$ cat src/rtl/pipe_pkg.sv
// -----------------------------------------------------------------------------
// pipe_pkg
// Shared types for the elastic pipeline-stage register.
//   skid_state_e    : occupancy of a stage, encoded as {skid_valid, main_valid}
//   mem_wb_payload_t: MEM/WB payload layout; its width sets the default DATA_W
// -----------------------------------------------------------------------------
package pipe_pkg;

    // The encoding matches {skid_valid, main_valid}, so each valid bit can be
    // read directly from the state register.
    typedef enum logic [1:0] {
        EMPTY = 2'b00,
        FULL  = 2'b01,
        SKID  = 2'b11
    } skid_state_e;

    typedef struct packed {
        logic [31:0] pc4;
        logic [31:0] alu_result;
        logic [31:0] load_data;
        logic [4:0]  rd;
        logic        RegWrite;
        logic [1:0]  ResultSrc;
    } mem_wb_payload_t;

    localparam int PAYLOAD_W = $bits(mem_wb_payload_t);

endpackage

$ cat src/rtl/pipe_sat_cnt.sv
// -----------------------------------------------------------------------------
// pipe_sat_cnt
// Saturating up-counter. It counts one per cycle while inc is high and holds
// at all-ones instead of wrapping. Only rst clears it.
// Ports:
//   clk   in  1      rising-edge clock
//   rst   in  1      synchronous active-high clear
//   inc   in  1      count this cycle
//   count out CNT_W  current count value
// -----------------------------------------------------------------------------
module pipe_sat_cnt #(
    parameter int CNT_W = 32
) (
    input  logic             clk,
    input  logic             rst,
    input  logic             inc,
    output logic [CNT_W-1:0] count
);

    localparam logic [CNT_W-1:0] CNT_MAX = '1;

    logic [CNT_W-1:0] r_count;

    always_ff @(posedge clk) begin
        if (rst) begin
            r_count <= '0;
        end else if (inc && (r_count != CNT_MAX)) begin
            r_count <= r_count + CNT_W'(1);
        end
    end

    assign count = r_count;

endmodule

$ cat src/rtl/pipe_stage_skid.sv
// -----------------------------------------------------------------------------
// pipe_stage_skid
// Elastic pipeline-stage register with a valid/ready handshake, a 2-entry skid
// buffer and flush. It sustains one transfer per cycle. in_ready comes straight
// from the state flop, so it never depends combinationally on out_ready.
// Optional build macro: PIPE_STAGE_PERF_EN adds the stall_cnt/bubble_cnt
// saturating performance counters.
// Ports:
//   clk        in  1       rising-edge clock
//   rst        in  1       synchronous active-high reset
//   flush      in  1       drop every held entry
//   in_valid   in  1       upstream payload valid
//   in_ready   out 1       stage can accept (registered)
//   in_data    in  DATA_W  upstream payload
//   out_valid  out 1       downstream payload valid
//   out_ready  in  1       downstream accepts
//   out_data   out DATA_W  payload from the main flop
//   stall_cnt  out CNT_W   [PIPE_STAGE_PERF_EN] cycles with out_valid && !out_ready
//   bubble_cnt out CNT_W   [PIPE_STAGE_PERF_EN] cycles with !out_valid
// -----------------------------------------------------------------------------
module pipe_stage_skid
    import pipe_pkg::*;
#(
    parameter int DATA_W = PAYLOAD_W,
    parameter int CNT_W  = 32
) (
    input  logic              clk,
    input  logic              rst,
    input  logic              flush,
    input  logic              in_valid,
    output logic              in_ready,
    input  logic [DATA_W-1:0] in_data,
    output logic              out_valid,
    input  logic              out_ready,
    output logic [DATA_W-1:0] out_data
`ifdef PIPE_STAGE_PERF_EN
    ,
    output logic [CNT_W-1:0]  stall_cnt,
    output logic [CNT_W-1:0]  bubble_cnt
`endif
);

    skid_state_e       r_state_p1;
    skid_state_e       w_state_nxt;
    logic [DATA_W-1:0] r_main_data_p1;
    logic [DATA_W-1:0] r_skid_data_p1;

    logic w_main_vld_p1;
    logic w_skid_vld_p1;
    logic w_in_xfer;
    logic w_out_xfer;
    logic w_main_load;
    logic w_main_from_skid;
    logic w_skid_load;

    assign w_main_vld_p1 = r_state_p1[0];
    assign w_skid_vld_p1 = r_state_p1[1];

    assign in_ready   = !w_skid_vld_p1;
    assign out_valid  = w_main_vld_p1;
    assign out_data   = r_main_data_p1;

    assign w_in_xfer  = in_valid && in_ready;
    assign w_out_xfer = out_valid && out_ready;

    always_comb begin
        w_state_nxt      = r_state_p1;
        w_main_load      = 1'b0;
        w_main_from_skid = 1'b0;
        w_skid_load      = 1'b0;
        case (r_state_p1)
            EMPTY: begin
                if (w_in_xfer) begin
                    w_state_nxt = FULL;
                    w_main_load = 1'b1;
                end
            end
            FULL: begin
                if (w_in_xfer && w_out_xfer) begin
                    w_main_load = 1'b1;
                end else if (w_in_xfer) begin
                    // Downstream is stalled, so the new entry parks in the skid slot.
                    w_state_nxt = SKID;
                    w_skid_load = 1'b1;
                end else if (w_out_xfer) begin
                    w_state_nxt = EMPTY;
                end
            end
            SKID: begin
                if (w_out_xfer) begin
                    w_state_nxt      = FULL;
                    w_main_load      = 1'b1;
                    w_main_from_skid = 1'b1;
                end
            end
            default: w_state_nxt = EMPTY;
        endcase
        // Flush drops the held entries and any incoming one. A transfer already
        // accepted downstream this cycle still completes, because out_xfer is
        // seen by the consumer independently of this state update.
        if (flush) begin
            w_state_nxt = EMPTY;
            w_main_load = 1'b0;
            w_skid_load = 1'b0;
        end
    end

    // ---- stage p1: occupancy and payload registers ----
    always_ff @(posedge clk) begin
        if (rst) begin
            r_state_p1 <= EMPTY;
        end else begin
            r_state_p1 <= w_state_nxt;
        end
    end

    always_ff @(posedge clk) begin
        if (rst) begin
            r_main_data_p1 <= '0;
            r_skid_data_p1 <= '0;
        end else begin
            if (w_main_load) begin
                r_main_data_p1 <= w_main_from_skid ? r_skid_data_p1 : in_data;
            end
            if (w_skid_load) begin
                r_skid_data_p1 <= in_data;
            end
        end
    end

`ifdef PIPE_STAGE_PERF_EN
    logic w_stall_inc;
    logic w_bubble_inc;

    assign w_stall_inc  = out_valid && !out_ready;
    assign w_bubble_inc = !out_valid;

    pipe_sat_cnt #(.CNT_W(CNT_W)) u_stall_cnt (
        .clk   (clk),
        .rst   (rst),
        .inc   (w_stall_inc),
        .count (stall_cnt)
    );

    pipe_sat_cnt #(.CNT_W(CNT_W)) u_bubble_cnt (
        .clk   (clk),
        .rst   (rst),
        .inc   (w_bubble_inc),
        .count (bubble_cnt)
    );
`endif

endmodule

$ cat config.mk
export PLATFORM = sky130hd
export DESIGN_NAME = pipe_stage_skid
export DESIGN_NICKNAME = d
export VERILOG_FILES = /design/src/rtl/pipe_pkg.sv /design/src/rtl/pipe_sat_cnt.sv /design/src/rtl/pipe_stage_skid.sv
export SDC_FILE = /design/constraint.sdc
export NUM_CORES = 1
export LEC_CHECK = 0
export CORE_ASPECT_RATIO = 1.1
export CORE_UTILIZATION = 50
export DETAILED_ROUTE_END_ITERATION = 8
export PLACE_DENSITY = 0.87
export SYNTH_ARGS = -nofsm -noshare
export SYNTH_HDL_FRONTEND = slang
export SYNTH_SLANG_ARGS = --single-unit
$ cat constraint.sdc
create_clock -name clk -period 2.9 [get_ports clk]
set_input_delay 0.435 -clock clk [delete_from_list [all_inputs] [get_ports clk]]
set_output_delay 0.435 -clock clk [all_outputs]
set_load 0.02 [all_outputs]
==> flow_summary_export.csv <==
group,metric,value,unit
cts,clkTransAtPathRegs,0.06,ns
drt,vias_per_cell,5.62,
critical_path,endpoint_kind,"flip-flop",
sta,worst_pin_slew,0.691,ns
drt,drt-met1-wl,9460,um
global_routing,grt_pass1_vias,7635,
final_layout,n_fill_cell,1329,
critical_path,crit_arrival,2.66,ns
placement,placed_area,11000,sq um
yosys,synth-seq-area-share,47.9,%
cts,cts_resized,0,
flow_run,maxCapViolations,0,
min_path,hold_path_class,"input port to flip-flop",
sta,rsz0062_at_grt,"no",
drt,drt-total-wl,23400,um
sta,slew_violations,0,
critical_path,worstPathRequired,3.29,ns
power,p_seq_share,46.3,%
critical_path,path_class,"flip-flop to flip-flop",
yosys,synth.avg_cell_area,9.19,sq um
drt,firstDrtPassIters,5,
drt,drtIter0Drc,511,
yosys,yosys.area.top_type_share,47.9,%
sta,skew,0.00748,ns
power,cellPowerDensity,575,nW/um^2
yosys,synthesis.area,8780,sq um
power,swShare,25.3,%
final_layout,final_cell_mix,"nand2_1, clkdlybuf4s50_1, a21oi_1, dfxtp_1, mux2i_1",
placement,dp_hpwl,14000,um
yosys,ys_seq_elements,210,
die,fp-row-count,50,
cts,cts_sinks,210,
cts,postCtsHoldBufs,0,
final_layout,fin_area,11700,sq um
yosys,ys_warn_count,0,
power,p_int,5.02,mW
die,pin_count,215,
drt,drtAntennaViolNets,0,
run_status,status,"finished, final reports clean",
power,vdd_drop_max,0.478,mV
final_layout,area_growth_syn_to_layout,33.0,%
sta,relSlewSlack,53.9,%
power,p_sw,1.70,mW
global_routing,grt_pass1_wl,37200,um
cts,clock_latency,0.48,ns
yosys,synth_area_leaders,"dfxtp_1, mux2i_1, a21oi_1",
global_routing,grt_max_degree,105,
sta,max_freq,439,MHz
cts,cts_max_level,1,
critical_path,crit_path_start_kind,"flip-flop",
drt,dr_wl_met3,1450,um
sta,fin_setup_tns,0,ns
die,fp.dieH,141,um
cts,cts_buffers,21,
cts,cts_root_buf,"clkbuf_16",
global_routing,antenna_found_initial,2,
sta,finalWorstSetupSlack,0.622,ns
sta,setup_violations,0,
drt,vias,7634,
yosys,synth_nets,1070,
placement,gp_congestion,0.828,
final_layout,drive_gt1_share,9.80,%
cts,cts_tree,"done",
die,start_util,51.4,%
power,power_frac_comb,15.6,%
drt,top_layer,"met4",
die,fp.dieW,128,um
final_layout,final_util,68.4,%
drt,wl_met2,11700,um
die,core,17100,sq um
sta,period_minus_slack,2.28,ns
sta,min_period_over_period,78.5,%
placement,portBuffers,214,
placement,dp_slack,0.454,ns
global_routing,grtUsageTotal,25.3,%
global_routing,overflow,0,
yosys,synth_cell_types,22,
cts,post-cts-setup-buffers,0,
sta,hold_viol_final,0,
yosys,syn-instance-count,956,
power,p_leak,3.69,nW
critical_path,critical_path.max_fanout,40,
drt,wl_per_cell,17.2,um
yosys,synth_top_area_cell,"dfxtp_1",
final_layout,fin_nets,1229,
power,p_total,6.72,mW
drt,route.detailed.drc,0,
power,clkPwrFrac,38.1,%
cts,clock_path_buffers,3,
die,dieArea,18100,sq um
cell families after synthesis:
logic type	share of synthesized area, %
and+or+nand+nor	9.87
buffers and inverters	4.96
DFF	47.9
adders and majority gates	0.712
muxes	12.1
AOI/OAI and AO/OA	24.5
synth_stat cells:
cell,instances
nand2_1,213
mux2i_1,106
nor3_1,1
clkbuf_1,61
ha_1,5
a221o_1,1
and3_1,1
nor2_1,2
inv_1,2
a211oi_1,44
a211oi_2,60
or3_1,1
buf_6,7
o221ai_1,1
buf_2,21
and2_1,2
a21oi_1,210
nor2b_1,1
nand3b_1,2
buf_1,4
dfxtp_1,210
and3b_1,1
worst paths after layout:
kind	from	to	slack (ns)	cells past startpoint
setup / recovery	r_state_p1[1]	out_data[17]	0.62	7
setup reg to reg	r_state_p1[1]	out_data[17]	0.62	7
hold reg to reg	r_skid_data_p1[19]	r_skid_data_p1[19]	0.45	2
hold / removal	rst	r_skid_data_p1[42]	0.45	2
power groups by stage:
| stage | clock [mW] | combinational (mW) | sequential, mW |
|---|---|---|---|
| final | 2.56 | 1.05 | 3.11 |
| after global routing | 2.72 | 1.12 | 3.12 |
| after CTS | 2.60 | 1.05 | 3.11 |
| after detailed placement | 0 | 1.04 | 3.17 |
| after global placement | 0 | 1.02 | 3.17 |
| after floorplan | 0 | 0.427 | 3.28 |
registers in the layout, summed over array words and instances, names as in the netlist:
| name | cells |
|---|---|
| out_data | 104 |
| r_skid_data_p1 | 104 |
| r_state_p1 | 2 |
final cells by class:
type | instances | area (sq um) | share of cell area (%)
diodes | 2 | 5.00 | 0.0429
clock buffers | 28 | 592 | 5.07
clock inverters | 3 | 43.8 | 0.375
inverters | 2 | 7.51 | 0.0643
multi-input cells | 651 | 4180 | 35.8
flip-flops and latches | 210 | 4200 | 36.0
well taps | 234 | 293 | 2.51
repair buffers | 229 | 2360 | 20.2
per-stage QoR:
stage               instances  hold WS [ns]
floorplan                 956         0.436
global placement         1326         0.441
detailed placement       1326         0.446
CTS                      1357         0.448
global route             1359         0.471
finish                   1359         0.448
routing by layer:
layer / global-route usage [%] / up-vias
li1: - / 3669
met3: 4.21 / 54
met4: 11.6 / 0
met1: 31.0 / 3640
met2: 43.3 / 271
met5: 0 / -
critical path, stage by stage (launching register included):
cell and delay, ns:
dfxtp_1 0.47, inv_1 0.13, ha_1 0.23, and3b_1 0.20, a221o_4 0.37, and2_4 0.17
buf_4 0.32, a211oi_1 0.30
No activity file was read; power rests on OpenSTA's default activity.
